===== src/rtl/mc_core_ctrl_pkg.sv =====
// Shared types and opcode-map layout for the multi-cycle RV32I control FSM.
package mc_core_ctrl_pkg;

  localparam int unsigned OPC_W         = 21;
  localparam int unsigned OPC_LOAD      = 0;
  localparam int unsigned OPC_LOAD_FP   = 1;
  localparam int unsigned OPC_MISC_MEM  = 2;
  localparam int unsigned OPC_OP_IMM    = 3;
  localparam int unsigned OPC_AUIPC     = 4;
  localparam int unsigned OPC_OP_IMM_32 = 5;
  localparam int unsigned OPC_STORE     = 6;
  localparam int unsigned OPC_STORE_FP  = 7;
  localparam int unsigned OPC_AMO       = 8;
  localparam int unsigned OPC_OP        = 9;
  localparam int unsigned OPC_LUI       = 10;
  localparam int unsigned OPC_OP_32     = 11;
  localparam int unsigned OPC_MADD      = 12;
  localparam int unsigned OPC_MSUB      = 13;
  localparam int unsigned OPC_NMSUB     = 14;
  localparam int unsigned OPC_NMADD     = 15;
  localparam int unsigned OPC_OP_FP     = 16;
  localparam int unsigned OPC_BRANCH    = 17;
  localparam int unsigned OPC_JALR      = 18;
  localparam int unsigned OPC_JAL       = 19;
  localparam int unsigned OPC_SYSTEM    = 20;

  typedef enum logic [2:0] {FETCH, IWAIT, DECODE, EXEC, MEM, DWAIT, WB, TRAP} ctrl_state_e;
  typedef enum logic [1:0] {PC_PLUS4, PC_REL, PC_JALR} pc_sel_e;
  typedef enum logic [1:0] {WB_ALU, WB_MEM, WB_PC4} wb_sel_e;
  typedef enum logic [1:0] {CAUSE_NONE, CAUSE_ILLEGAL, CAUSE_SYSTEM, CAUSE_BUS} trap_cause_e;

  // Opcode classes outside RV32I (FP, atomics, RV64 word ops).
  localparam logic [OPC_W-1:0] OPC_UNSUPPORTED = OPC_W'(
      (32'd1 << OPC_LOAD_FP) | (32'd1 << OPC_STORE_FP) | (32'd1 << OPC_AMO) |
      (32'd1 << OPC_OP_32)   | (32'd1 << OPC_OP_IMM_32) | (32'd1 << OPC_MADD) |
      (32'd1 << OPC_MSUB)    | (32'd1 << OPC_NMSUB)    | (32'd1 << OPC_NMADD) |
      (32'd1 << OPC_OP_FP));

  function automatic logic opc_illegal(input logic [OPC_W-1:0] opc);
    return !$onehot(opc) || (|(opc & OPC_UNSUPPORTED));
  endfunction

endpackage


===== src/rtl/mc_core_ctrl_mem_wdog.sv =====
// Memory handshake watchdog: counts cycles while enabled, flags the last allowed cycle.
module mem_wdog #(
  parameter int unsigned MEM_TIMEOUT = 16,
  parameter int unsigned TCNT_W      = 8
) (
  input  logic clk,
  input  logic rst,
  input  logic clr,
  input  logic en,
  output logic expire
);

  logic [TCNT_W-1:0] cnt;

  always_ff @(posedge clk) begin
    if (rst || clr) cnt <= '0;
    else if (en)    cnt <= cnt + TCNT_W'(1);
  end

  assign expire = en && (cnt == TCNT_W'(MEM_TIMEOUT - 1));

endmodule


===== src/rtl/mc_core_ctrl.sv =====
// Multi-cycle control FSM for the RV32I core: sequencing, bus handshakes, trap handling.
module mc_core_ctrl
  import mc_core_ctrl_pkg::*;
#(
  parameter int unsigned MEM_TIMEOUT = 16,
  parameter int unsigned TCNT_W      = 8
) (
  input  logic        clk,
  input  logic        rst,
  input  logic [20:0] opc,
  input  logic        branch_taken,
  output logic        imem_req,
  input  logic        imem_gnt,
  input  logic        imem_rvalid,
  output logic        dmem_req,
  output logic        dmem_we,
  input  logic        dmem_gnt,
  input  logic        dmem_rvalid,
  output logic        ir_we,
  output logic        pc_we,
  output logic [1:0]  pc_sel,
  output logic        alu_a_sel,
  output logic        alu_b_sel,
  output logic        rf_we,
  output logic [1:0]  wb_sel,
  output logic        retire,
  output logic        trap,
  output logic [1:0]  trap_cause
);

  ctrl_state_e state_q, state_d;
  trap_cause_e cause_q, cause_d;
  pc_sel_e     pc_sel_d;
  wb_sel_e     wb_sel_d;
  logic        wd_clr, imem_exp, dmem_exp;

  assign wd_clr = (state_d != state_q);

  mem_wdog #(.MEM_TIMEOUT(MEM_TIMEOUT), .TCNT_W(TCNT_W)) u_imem_wdog (
    .clk(clk), .rst(rst), .clr(wd_clr),
    .en(state_q == FETCH || state_q == IWAIT), .expire(imem_exp)
  );

  mem_wdog #(.MEM_TIMEOUT(MEM_TIMEOUT), .TCNT_W(TCNT_W)) u_dmem_wdog (
    .clk(clk), .rst(rst), .clr(wd_clr),
    .en(state_q == MEM || state_q == DWAIT), .expire(dmem_exp)
  );

  always_ff @(posedge clk) begin
    if (rst) begin
      state_q <= FETCH;
      cause_q <= CAUSE_NONE;
    end else begin
      state_q <= state_d;
      cause_q <= cause_d;
    end
  end

  always_comb begin
    state_d   = state_q;
    cause_d   = cause_q;
    imem_req  = 1'b0;
    dmem_req  = 1'b0;
    dmem_we   = 1'b0;
    ir_we     = 1'b0;
    pc_we     = 1'b0;
    pc_sel_d  = PC_PLUS4;
    alu_a_sel = 1'b0;
    alu_b_sel = 1'b0;
    rf_we     = 1'b0;
    wb_sel_d  = WB_ALU;
    retire    = 1'b0;
    trap      = 1'b0;
    unique case (state_q)
      FETCH: begin
        imem_req = 1'b1;
        if (imem_gnt)      state_d = IWAIT;
        else if (imem_exp) begin state_d = TRAP; cause_d = CAUSE_BUS; end
      end
      IWAIT: begin
        if (imem_rvalid) begin
          ir_we   = 1'b1;
          state_d = DECODE;
        end else if (imem_exp) begin
          state_d = TRAP; cause_d = CAUSE_BUS;
        end
      end
      DECODE: begin
        if (opc_illegal(opc))     begin state_d = TRAP; cause_d = CAUSE_ILLEGAL; end
        else if (opc[OPC_SYSTEM]) begin state_d = TRAP; cause_d = CAUSE_SYSTEM; end
        else                      state_d = EXEC;
      end
      EXEC: begin
        if (opc[OPC_OP]) begin
          state_d = WB;
        end else if (opc[OPC_OP_IMM] || opc[OPC_LUI]) begin
          alu_b_sel = 1'b1;
          state_d   = WB;
        end else if (opc[OPC_AUIPC]) begin
          alu_a_sel = 1'b1;
          alu_b_sel = 1'b1;
          state_d   = WB;
        end else if (opc[OPC_LOAD] || opc[OPC_STORE]) begin
          alu_b_sel = 1'b1;
          state_d   = MEM;
        end else if (opc[OPC_BRANCH]) begin
          pc_we    = 1'b1;
          pc_sel_d = branch_taken ? PC_REL : PC_PLUS4;
          retire   = 1'b1;
          state_d  = FETCH;
        end else if (opc[OPC_JAL] || opc[OPC_JALR]) begin
          pc_we    = 1'b1;
          pc_sel_d = opc[OPC_JALR] ? PC_JALR : PC_REL;
          rf_we    = 1'b1;
          wb_sel_d = WB_PC4;
          retire   = 1'b1;
          state_d  = FETCH;
        end else begin
          // MISC_MEM (FENCE) retires as a plain PC+4 NOP.
          pc_we   = 1'b1;
          retire  = 1'b1;
          state_d = FETCH;
        end
      end
      MEM: begin
        dmem_req = 1'b1;
        dmem_we  = opc[OPC_STORE];
        if (dmem_gnt)      state_d = DWAIT;
        else if (dmem_exp) begin state_d = TRAP; cause_d = CAUSE_BUS; end
      end
      DWAIT: begin
        if (dmem_rvalid) begin
          if (opc[OPC_STORE]) begin
            pc_we   = 1'b1;
            retire  = 1'b1;
            state_d = FETCH;
          end else begin
            state_d = WB;
          end
        end else if (dmem_exp) begin
          state_d = TRAP; cause_d = CAUSE_BUS;
        end
      end
      WB: begin
        // ALU operand selects are held so the result stays valid through writeback.
        alu_a_sel = opc[OPC_AUIPC];
        alu_b_sel = opc[OPC_AUIPC] | opc[OPC_OP_IMM] | opc[OPC_LUI];
        rf_we     = 1'b1;
        wb_sel_d  = opc[OPC_LOAD] ? WB_MEM : WB_ALU;
        pc_we     = 1'b1;
        retire    = 1'b1;
        state_d   = FETCH;
      end
      TRAP: trap = 1'b1;
      default: state_d = FETCH;
    endcase
    if (rst) begin
      imem_req  = 1'b0;
      dmem_req  = 1'b0;
      dmem_we   = 1'b0;
      ir_we     = 1'b0;
      pc_we     = 1'b0;
      pc_sel_d  = PC_PLUS4;
      alu_a_sel = 1'b0;
      alu_b_sel = 1'b0;
      rf_we     = 1'b0;
      wb_sel_d  = WB_ALU;
      retire    = 1'b0;
      trap      = 1'b0;
    end
  end

  assign pc_sel     = pc_sel_d;
  assign wb_sel     = wb_sel_d;
  assign trap_cause = rst ? 2'b00 : cause_q;

endmodule


===== config.mk =====
export PLATFORM = sky130hd
export DESIGN_NAME = mc_core_ctrl
export DESIGN_NICKNAME = d
export VERILOG_FILES = /design/src/rtl/mc_core_ctrl_pkg.sv /design/src/rtl/mc_core_ctrl_mem_wdog.sv /design/src/rtl/mc_core_ctrl.sv
export SDC_FILE = /design/constraint.sdc
export NUM_CORES = 1
export LEC_CHECK = 0
export CAP_MARGIN = 20
export CELL_PAD_IN_SITES_DETAIL_PLACEMENT = 1
export CELL_PAD_IN_SITES_GLOBAL_PLACEMENT = 2
export CORE_ASPECT_RATIO = 1.5
export CORE_MARGIN = 5
export CORE_UTILIZATION = 31
export CTS_CLUSTER_SIZE = 25
export DETAILED_ROUTE_END_ITERATION = 12
export GPL_TIMING_DRIVEN = 1
export PLACE_DENSITY = 0.91
export SYNTH_ARGS = -nofsm -noshare
export SYNTH_HDL_FRONTEND = slang
export SYNTH_SLANG_ARGS = --single-unit
export TNS_END_PERCENT = 20

===== constraint.sdc =====
create_clock -name clk -period 11.7 [get_ports clk]
set_input_delay 1.17 -clock clk [delete_from_list [all_inputs] [get_ports clk]]
set_output_delay 1.17 -clock clk [all_outputs]
set_load 0.1 [all_outputs]

==> reports/qor.tcl, run 1 <==
set qor(run_status) {finished clean}
set qor(routed-wl-met2_microns) 2810
set qor(final_hold_viol_count) 0
set qor(netlist.top_cell.by_area) {sky130_fd_sc_hd__dfxtp_1}
set qor(synth-adder-area-share_pct) 21.4
set qor(final_cycle_share_pct) 50.8
set qor(cts_tree) {yes}
set qor(synth-seq-area-share_pct) 22.5
set qor(synthesized_flop_and_latch_total) 21
set qor(initial_core_util_pct) 32.1
set qor(topRoutingLayerUsed) {met4}
set qor(numCtsBuffers) 3
set qor(p_comb_share_pct) 53.7
set qor(multi_input_area_sq_um) 1300
set qor(irDropWorstVdd_mv) 0.0824
set qor(ios) 44
set qor(floorplan.rows) 34
set qor(met1_length_microns) 2020
set qor(power_frac_seq_pct) 29.5
set qor(viasPerCell) 5.07
set qor(synth.net_count) 280
set qor(num-fill-cells) 698
set qor(cts-root-buf) {sky130_fd_sc_hd__clkbuf_8}
set qor(yosys_warnings) 0
set qor(powerDensity_nw_per_um2) 121
set qor(maxSlewHeadroom_pct) 34.6
set qor(grt_pass1_wl_microns) 8740
set qor(critPathMaxFanout) 5
set qor(die_w_microns) 73.4
set qor(cts_hold_buf) 0
set qor(gr-total-overflow) 0
set qor(worst_hold_startpoint) {u_imem_wdog.cnt[1]}
set qor(die-area_sq_um) 7720
set qor(kind_of_critical_path) {primary input to flip-flop}
set qor(cp_data_required_time_ps) 11840
set qor(grt_antenna_before_repair) 0
set qor(async_flop_share_pct) 0
set qor(die_h_microns) 105
set qor(insertedDiodeCount) 0
set qor(cts_buffer_depth) 2
set qor(post_layout_nonfiller_instances) 337
set qor(worstReg2RegStart) {state_q[2]}
set qor(seqCellArea_sq_um) 420
set qor(timing.hold.worst_endpoint) {u_imem_wdog.cnt[1]}
set qor(post_synth_num_cell_types) 49
set qor(cts.sinks) 21
set qor(met3WireLength_microns) 200
set qor(maximum_frequency_from_static_timing_analysis_mhz) 168
set qor(yosys.area_share.simple_pct) 28.2
set qor(reg2reg_depth) 5
set qor(synth_enable_flop_cells) 0
set qor(synth_xor_area_share_pct) 6.55
set qor(critPathLaunchType) {primary input}
set qor(grt_max_degree) 28
set qor(port_buffers) 43
set qor(power.static_leakage_nw) 0.901
set qor(endpoint_kind) {flip-flop}
set qor(largest_family_of_logic_cells_by_synthesized_area) {simple AND/OR/NAND/NOR gates}
set qor(reg2reg_slack_ps) 9190
set qor(finalSetupTns_ps) 0
set qor(netlist.area_leader.share_pct) 22.5
set qor(drt-wirelength-per-cell_microns) 15.2
set qor(via_count_of_the_first_global_routing_pass) 1894
set qor(ant_nets) 0
set qor(netlist_top_cells_area) {sky130_fd_sc_hd__dfxtp_1 22%, sky130_fd_sc_hd__fa_1 16%, sky130_fd_sc_hd__nor2_1 6.0%}
set qor(buffers_inserted_during_post_cts_setup_optimization) 0
set qor(synthesized_area_fraction_occupied_by_ao_oa_aoi_and_oai_cells_pct) 12.1
set qor(place_hpwl_microns) 4230
set qor(routed_wirelength_microns) 5110
set qor(setup_repair_after_global_routing_missed_its_margin) {no}
set qor(clockPowerShare_pct) 16.7
set qor(final_layout_size_suffix_gt1_share_pct) 3.77
set qor(htreeDepth) 1
set qor(design.core.area_sq_um) 5830
set qor(grt_use_total_pct) 14.2
set qor(drt-pass1-iter-count) 4
set qor(post-route-drc-count) 0
set qor(fraction_of_synthesized_area_in_multiplexers_pct) 1.07
set qor(final_max_slew_viol_count) 0
set qor(worstHoldPathCells) 2
set qor(worst_hold_path_type) {flip-flop to flip-flop}
set qor(detail_route.iter0.violations) 64
set qor(worstSkewPairLatency_ps) 260
set qor(final-setup-viol-count) 0
set qor(cts_repair_resize_count) 0
set qor(synthesis.area_sq_um) 1870
set qor(worst_r2r_endpoint) {u_dmem_wdog.cnt[7]}
set qor(synth_cells) 229
set qor(syn_area_per_cell_sq_um) 8.17
set qor(dp.cells) 333
set qor(design.final.nets) 317
set qor(tightestPinTransition_ps) 978
set qor(final.min_clock_period_ps) 5940
set qor(total_switching_power_w) 0.000123
set qor(switching_share_pct) 42.6
set qor(skew_ps) 5.84
set qor(postSynth.topFlopCell) {sky130_fd_sc_hd__dfxtp_1}
set qor(routabilityCongestion) 0.855
set qor(critical_path_arrival_ps) 6080
set qor(num_vias) 1710
set qor(p_int_w) 0.000165
set qor(clkSlewWorstSetupHoldPaths_ps) 80
set qor(cap_viol_max_count) 0
set qor(areaGrowthSynthToFinish_pct) 27.3
## final cells by class
cell class	count	share of cell area (%)
multi-input cells	171	54.5
repair buffers	43	18.1
flip-flops and latches	21	17.6
inverters	26	4.10
well taps	72	3.78
clock buffers	3	1.73
clock inverters	1	0.210
## synthesized netlist by cell type, types with 4 or more instances
master and number:
sky130_fd_sc_hd__a21oi_1 10, sky130_fd_sc_hd__clkbuf_1 5, sky130_fd_sc_hd__dfxtp_1 21, sky130_fd_sc_hd__fa_1 15
sky130_fd_sc_hd__ha_1 8, sky130_fd_sc_hd__inv_1 26, sky130_fd_sc_hd__nand2_1 17, sky130_fd_sc_hd__nand2b_1 5
sky130_fd_sc_hd__nand3_1 5, sky130_fd_sc_hd__nor2_1 30, sky130_fd_sc_hd__nor2b_1 4, sky130_fd_sc_hd__nor3_1 9
sky130_fd_sc_hd__nor4_1 6, sky130_fd_sc_hd__o21ai_0 6, sky130_fd_sc_hd__xnor2_1 7, sky130_fd_sc_hd__xor2_1 7
## worst max path at each step
stage,startpoint,end,slack [ps],cells past startpoint
2_1_floorplan,opc[3],pc_sel[1],5640,4
3_3_place_gp,opc[9],cause_q[0],5600,16
3_5_place_dp,opc[9],cause_q[0],5460,16
4_1_cts,opc[9],cause_q[0],5750,16
5_1_grt,opc[9],cause_q[0],5500,16
6_report,opc[9],cause_q[0],5760,16
## cells by family (layout without fill, tap and decap cells)
logic type | after synthesis | after routing
xor+xnor | 14 | 14
compound gates | 33 | 33
fa+ha+maj | 23 | 23
buf+inv | 37 | 73
simple gates | 99 | 99
flops | 21 | 21
mux | 2 | 2
## routing by layer
| metal | GRT usage (%) | up-vias |
|---|---|---|
| li1 | - | 847 |
| met1 | 15.9 | 820 |
| met2 | 26.5 | 37 |
| met3 | 1.73 | 6 |
| met4 | 4.53 | 0 |
| met5 | 0 | - |
## sequential cells by signal, summed over array words and instances (netlist names)
register,count
state_q,3
cause_q,2
u_imem_wdog.cnt,8
u_dmem_wdog.cnt,8
## power groups by stage
stage	Combinational [W]	Sequential (W)	Clock [W]
2_1_floorplan	0.000121	0.0000784	0
3_3_place_gp	0.000151	0.0000862	0
3_5_place_dp	0.000158	0.0000865	0
4_1_cts	0.000158	0.0000849	0.0000501
5_1_grt	0.000179	0.0000864	0.0000515
6_report	0.000155	0.0000850	0.0000482
## through the flow
stage          area [sq um]  hold WS (ps)  worst slack (ps)  power, W  util [%]
2_1_floorplan          1870           466              5640  0.000199         -
3_3_place_gp           2340           479              5600  0.000237      40.1
3_5_place_dp           2340           496              5460  0.000244      40.1
4_1_cts                2380           510              5750  0.000293      40.9
5_1_grt                2380           543              5500  0.000317      40.9
6_report               2380           509              5760  0.000288      40.9
## cells in the final DEF, fill, tap and decap left out, types with 2 or more instances in the layout
cell                              count
sky130_fd_sc_hd__o21a_1               2
sky130_fd_sc_hd__xor2_1               7
sky130_fd_sc_hd__nor3_1               9
sky130_fd_sc_hd__clkdlybuf4s50_1     43
sky130_fd_sc_hd__nor4_1               6
sky130_fd_sc_hd__clkbuf_8             3
sky130_fd_sc_hd__xnor2_1              7
sky130_fd_sc_hd__nand4_1              3
sky130_fd_sc_hd__o2bb2ai_1            2
sky130_fd_sc_hd__or3_1                3
sky130_fd_sc_hd__nand3_1              5
sky130_fd_sc_hd__and3_1               2
sky130_fd_sc_hd__nand2_1             17
sky130_fd_sc_hd__a21oi_1             10
sky130_fd_sc_hd__dfxtp_1             21
sky130_fd_sc_hd__inv_1               26
sky130_fd_sc_hd__fa_1                15
sky130_fd_sc_hd__mux2i_1              2
sky130_fd_sc_hd__or4_1                3
sky130_fd_sc_hd__nand2b_1             5
sky130_fd_sc_hd__and2_1               2
sky130_fd_sc_hd__nor2_1              30
sky130_fd_sc_hd__nor2b_1              4
sky130_fd_sc_hd__ha_1                 8
sky130_fd_sc_hd__o21ai_0              6
sky130_fd_sc_hd__a211oi_1             3
## worst max-delay path, cell delays in order
cell and delay (ps):
sky130_fd_sc_hd__clkdlybuf4s50_1 570, sky130_fd_sc_hd__inv_1 80, sky130_fd_sc_hd__fa_1 480, sky130_fd_sc_hd__inv_1 50, sky130_fd_sc_hd__fa_1 450, sky130_fd_sc_hd__fa_1 490
sky130_fd_sc_hd__fa_1 520, sky130_fd_sc_hd__inv_1 50, sky130_fd_sc_hd__fa_1 470, sky130_fd_sc_hd__inv_1 50, sky130_fd_sc_hd__fa_1 400, sky130_fd_sc_hd__fa_1 450
sky130_fd_sc_hd__nor4_1 270, sky130_fd_sc_hd__nand4b_1 200, sky130_fd_sc_hd__o31ai_1 280, sky130_fd_sc_hd__o2bb2ai_1 110
No activity file was read; power rests on OpenSTA's default activity.
==> run 2: changes to the inputs <==
--- a/config.mk
+++ b/config.mk
@@ -10,11 +10,11 @@
 export CELL_PAD_IN_SITES_GLOBAL_PLACEMENT = 2
 export CORE_ASPECT_RATIO = 1.5
 export CORE_MARGIN = 5
-export CORE_UTILIZATION = 31
+export CORE_UTILIZATION = 29
 export CTS_CLUSTER_SIZE = 25
 export DETAILED_ROUTE_END_ITERATION = 12
 export GPL_TIMING_DRIVEN = 1
-export PLACE_DENSITY = 0.91
+export PLACE_DENSITY = 0.86
 export SYNTH_ARGS = -nofsm -noshare
 export SYNTH_HDL_FRONTEND = slang
 export SYNTH_SLANG_ARGS = --single-unit
==> constraint.sdc (replaced) <==
create_clock -name clk -period 6.1 [get_ports clk]
set_input_delay 0.61 -clock clk [delete_from_list [all_inputs] [get_ports clk]]
set_output_delay 0.61 -clock clk [all_outputs]
set_load 0.1 [all_outputs]
==> reports/qor.tcl, run 2 (synthesis gave the netlist of run 1 again) <==
set qor(cts_tree) {yes} ;# unchanged
set qor(areaGrowthSynthToFinish_pct) 27.5 ;# was 27.3%
set qor(powerDensity_nw_per_um2) 232 ;# was 121 nW/um^2
set qor(crit_family) {adder cells} ;# unchanged
set qor(buffers_inserted_during_post_cts_setup_optimization) 0 ;# unchanged
set qor(cts.sinks) 21 ;# unchanged
set qor(die-area_sq_um) 8190 ;# was 7720 sq um
set qor(grt_pass1_wl_microns) 8500 ;# was 8740 microns
set qor(dp.cells) 337 ;# was 333
set qor(initial_core_util_pct) 29.3 ;# was 32.1%
set qor(critical-path-slowest-cell) {sky130_fd_sc_hd__clkdlybuf4s50_1} ;# unchanged
set qor(final_hold_viol_count) 0 ;# unchanged
set qor(grt_use_total_pct) 13.1 ;# was 14.2%
set qor(cts_buffer_depth) 2 ;# unchanged
set qor(clkSlewWorstSetupHoldPaths_ps) 80 ;# about the same
set qor(worst_hold_path_type) {flip-flop to flip-flop} ;# unchanged
set qor(layout_top_registers) {u_dmem_wdog.cnt x8, u_imem_wdog.cnt x8, state_q x3} ;# unchanged
set qor(tightestPinTransition_ps) 997 ;# was 978 ps
set qor(final_cycle_share_pct) 88.3
set qor(post_layout_nonfiller_instances) 341 ;# was 337
set qor(reg2reg_slack_ps) 3620 ;# was 9190 ps
set qor(crit_start) {opc[9]} ;# unchanged
set qor(timing.hold.worst_endpoint) {u_imem_wdog.cnt[1]} ;# unchanged
set qor(power.static_leakage_nw) 0.898 ;# was 0.901 nW
set qor(port_buffers) 43 ;# unchanged
set qor(design.final.nets) 317 ;# unchanged
set qor(place_hpwl_microns) 4330 ;# was 4230 microns
set qor(routed_wirelength_microns) 5170 ;# was 5110 microns
set qor(cts-root-buf) {sky130_fd_sc_hd__clkbuf_8} ;# unchanged
set qor(cts_repair_resize_count) 0 ;# unchanged
set qor(design.core.area_sq_um) 6400 ;# was 5830 sq um
set qor(viasPerCell) 5.08 ;# was 5.07
set qor(maxSlewHeadroom_pct) 33.3 ;# was 34.6%
set qor(cp_data_required_time_ps) 6230 ;# was 11840 ps
set qor(routabilityCongestion) 0.820 ;# was 0.855
set qor(cts_hold_buf) 0 ;# unchanged
set qor(kind_of_critical_path) {primary input to flip-flop} ;# unchanged
set qor(layout_common_cells) {43 x sky130_fd_sc_hd__clkdlybuf4s50_1, 30 x sky130_fd_sc_hd__nor2_1, 26 x sky130_fd_sc_hd__inv_1} ;# unchanged
set qor(critPathMaxFanout) 5 ;# unchanged
set qor(most_common_cell_after_layout_fill_and_taps_aside) {sky130_fd_sc_hd__clkdlybuf4s50_1} ;# unchanged
set qor(maximum_frequency_from_static_timing_analysis_mhz) 186
set qor(final-setup-viol-count) 0 ;# unchanged
set qor(worst_hold_startpoint) {u_imem_wdog.cnt[1]} ;# unchanged
set qor(insertedDiodeCount) 0 ;# unchanged
set qor(grt_antenna_before_repair) 0 ;# unchanged
set qor(cap_viol_max_count) 0 ;# unchanged
set qor(critPathLaunchType) {primary input} ;# unchanged
set qor(skew_ps) 2.64 ;# was 5.84 ps
set qor(final.min_clock_period_ps) 5390
set qor(timing.critical_path.slowest_cell_delay_ps) 580 ;# was 570 ps
set qor(drt-wirelength-per-cell_microns) 15.2 ;# about the same
set qor(via_count_of_the_first_global_routing_pass) 1819 ;# was 1894
set qor(drt-pass1-iter-count) 4 ;# unchanged
set qor(reg2reg_depth) 5 ;# unchanged
set qor(run_status) {finished clean} ;# unchanged
set qor(grt_max_degree) 28 ;# unchanged
set qor(critical_path.cell_chain) {clkdlybuf4s50_1, inv_1, fa_1, inv_1, fa_1, fa_1, fa_1, inv_1, fa_1, inv_1, fa_1, fa_1, nor4_1, nand4b_1, o31ai_1, o2bb2ai_1} ;# unchanged
set qor(die_w_microns) 75.6 ;# was 73.4 microns
set qor(worstSkewPairLatency_ps) 260 ;# about the same
set qor(ios) 44 ;# unchanged
set qor(die_h_microns) 108 ;# was 105 microns
set qor(critical_path_arrival_ps) 5520 ;# was 6080 ps
set qor(final_layout_size_suffix_gt1_share_pct) 3.40 ;# was 3.77%
set qor(post-route-drc-count) 0 ;# unchanged
set qor(worstHoldPathCells) 2 ;# unchanged
set qor(critical_path.most_common_cell) {sky130_fd_sc_hd__fa_1} ;# unchanged
set qor(ant_nets) 0 ;# unchanged
set qor(detail_route.iter0.violations) 57 ;# was 64
set qor(htreeDepth) 1 ;# unchanged
set qor(worstReg2RegStart) {state_q[2]} ;# unchanged
set qor(worst_r2r_endpoint) {u_imem_wdog.cnt[6]} ;# was u_dmem_wdog.cnt[7]
set qor(irDropWorstVdd_mv) 0.0952 ;# was 0.0824 mV
set qor(crit_buf_inv) 5 ;# unchanged
set qor(num_vias) 1731 ;# was 1710
set qor(floorplan.rows) 36 ;# was 34
set qor(endpoint_kind) {flip-flop} ;# unchanged
set qor(final_max_slew_viol_count) 0 ;# unchanged
set qor(setup_repair_after_global_routing_missed_its_margin) {no} ;# unchanged
set qor(gr-total-overflow) 0 ;# unchanged
set qor(numCtsBuffers) 3 ;# unchanged
set qor(finalSetupTns_ps) 0 ;# unchanged
-- run 2: final cells by class --
| type | count | area, sq um |
|---|---|---|
| sequential | 21 | 420 |
| multi-input combinational | 171 | 1300 |
| tap | 76 | 95.1 |
| fill | 787 | 4010 |
| clock buffer | 4 | 45.0 |
| inverter | 26 | 97.6 |
| timing repair buffer | 43 | 430 |
-- run 2: report_power, final --
| part | internal [W] | switching (W) | total (W) |
|---|---|---|---|
| Clock | 0.0000465 | 0.0000443 | 0.0000907 |
| Sequential | 0.000143 | 0.0000193 | 0.000163 |
| Combinational | 0.000129 | 0.000172 | 0.000301 |
-- run 2: per-layer routing --
metal | GRT usage, % | part of all wire (%) | up-vias | wire length [microns]
met1 | 15.0 | 39 | 835 | 2030
li1 | - | - | 852 | -
met4 | 2.63 | 0.46 | 0 | 24
met2 | 25.0 | 55 | 42 | 2840
met3 | 1.86 | 5.4 | 2 | 279
met5 | 0 | 0 | - | 0
-- run 2: through the flow --
stage,setup WS [ps],power [W],util [%],instance area [sq um],hold WS (ps)
floorplan,1160,0.000382,-,1870,466
global placement,571,0.000462,36.6,2340,480
detailed placement,467,0.000474,36.6,2340,500
CTS,745,0.000566,37.3,2390,511
global route,442,0.000608,37.3,2390,545
finish,714,0.000554,37.3,2390,504
-- run 2: worst max-delay path by stage --
stage,depth (start not counted),endpoint
after floorplan,4,pc_sel[1]
after global placement,16,cause_q[0]
after detailed placement,16,cause_q[0]
after CTS,16,cause_q[0]
after global routing,16,state_q[2]
final,16,cause_q[0]
-- run 2: worst register-to-register path, stage by stage, from the launching register on --
cell and delay, ps:
sky130_fd_sc_hd__dfxtp_1 940, sky130_fd_sc_hd__nand3b_1 340, sky130_fd_sc_hd__nor3_2 400, sky130_fd_sc_hd__a32oi_1 200, sky130_fd_sc_hd__o2111ai_2 340, sky130_fd_sc_hd__nor2_1 120
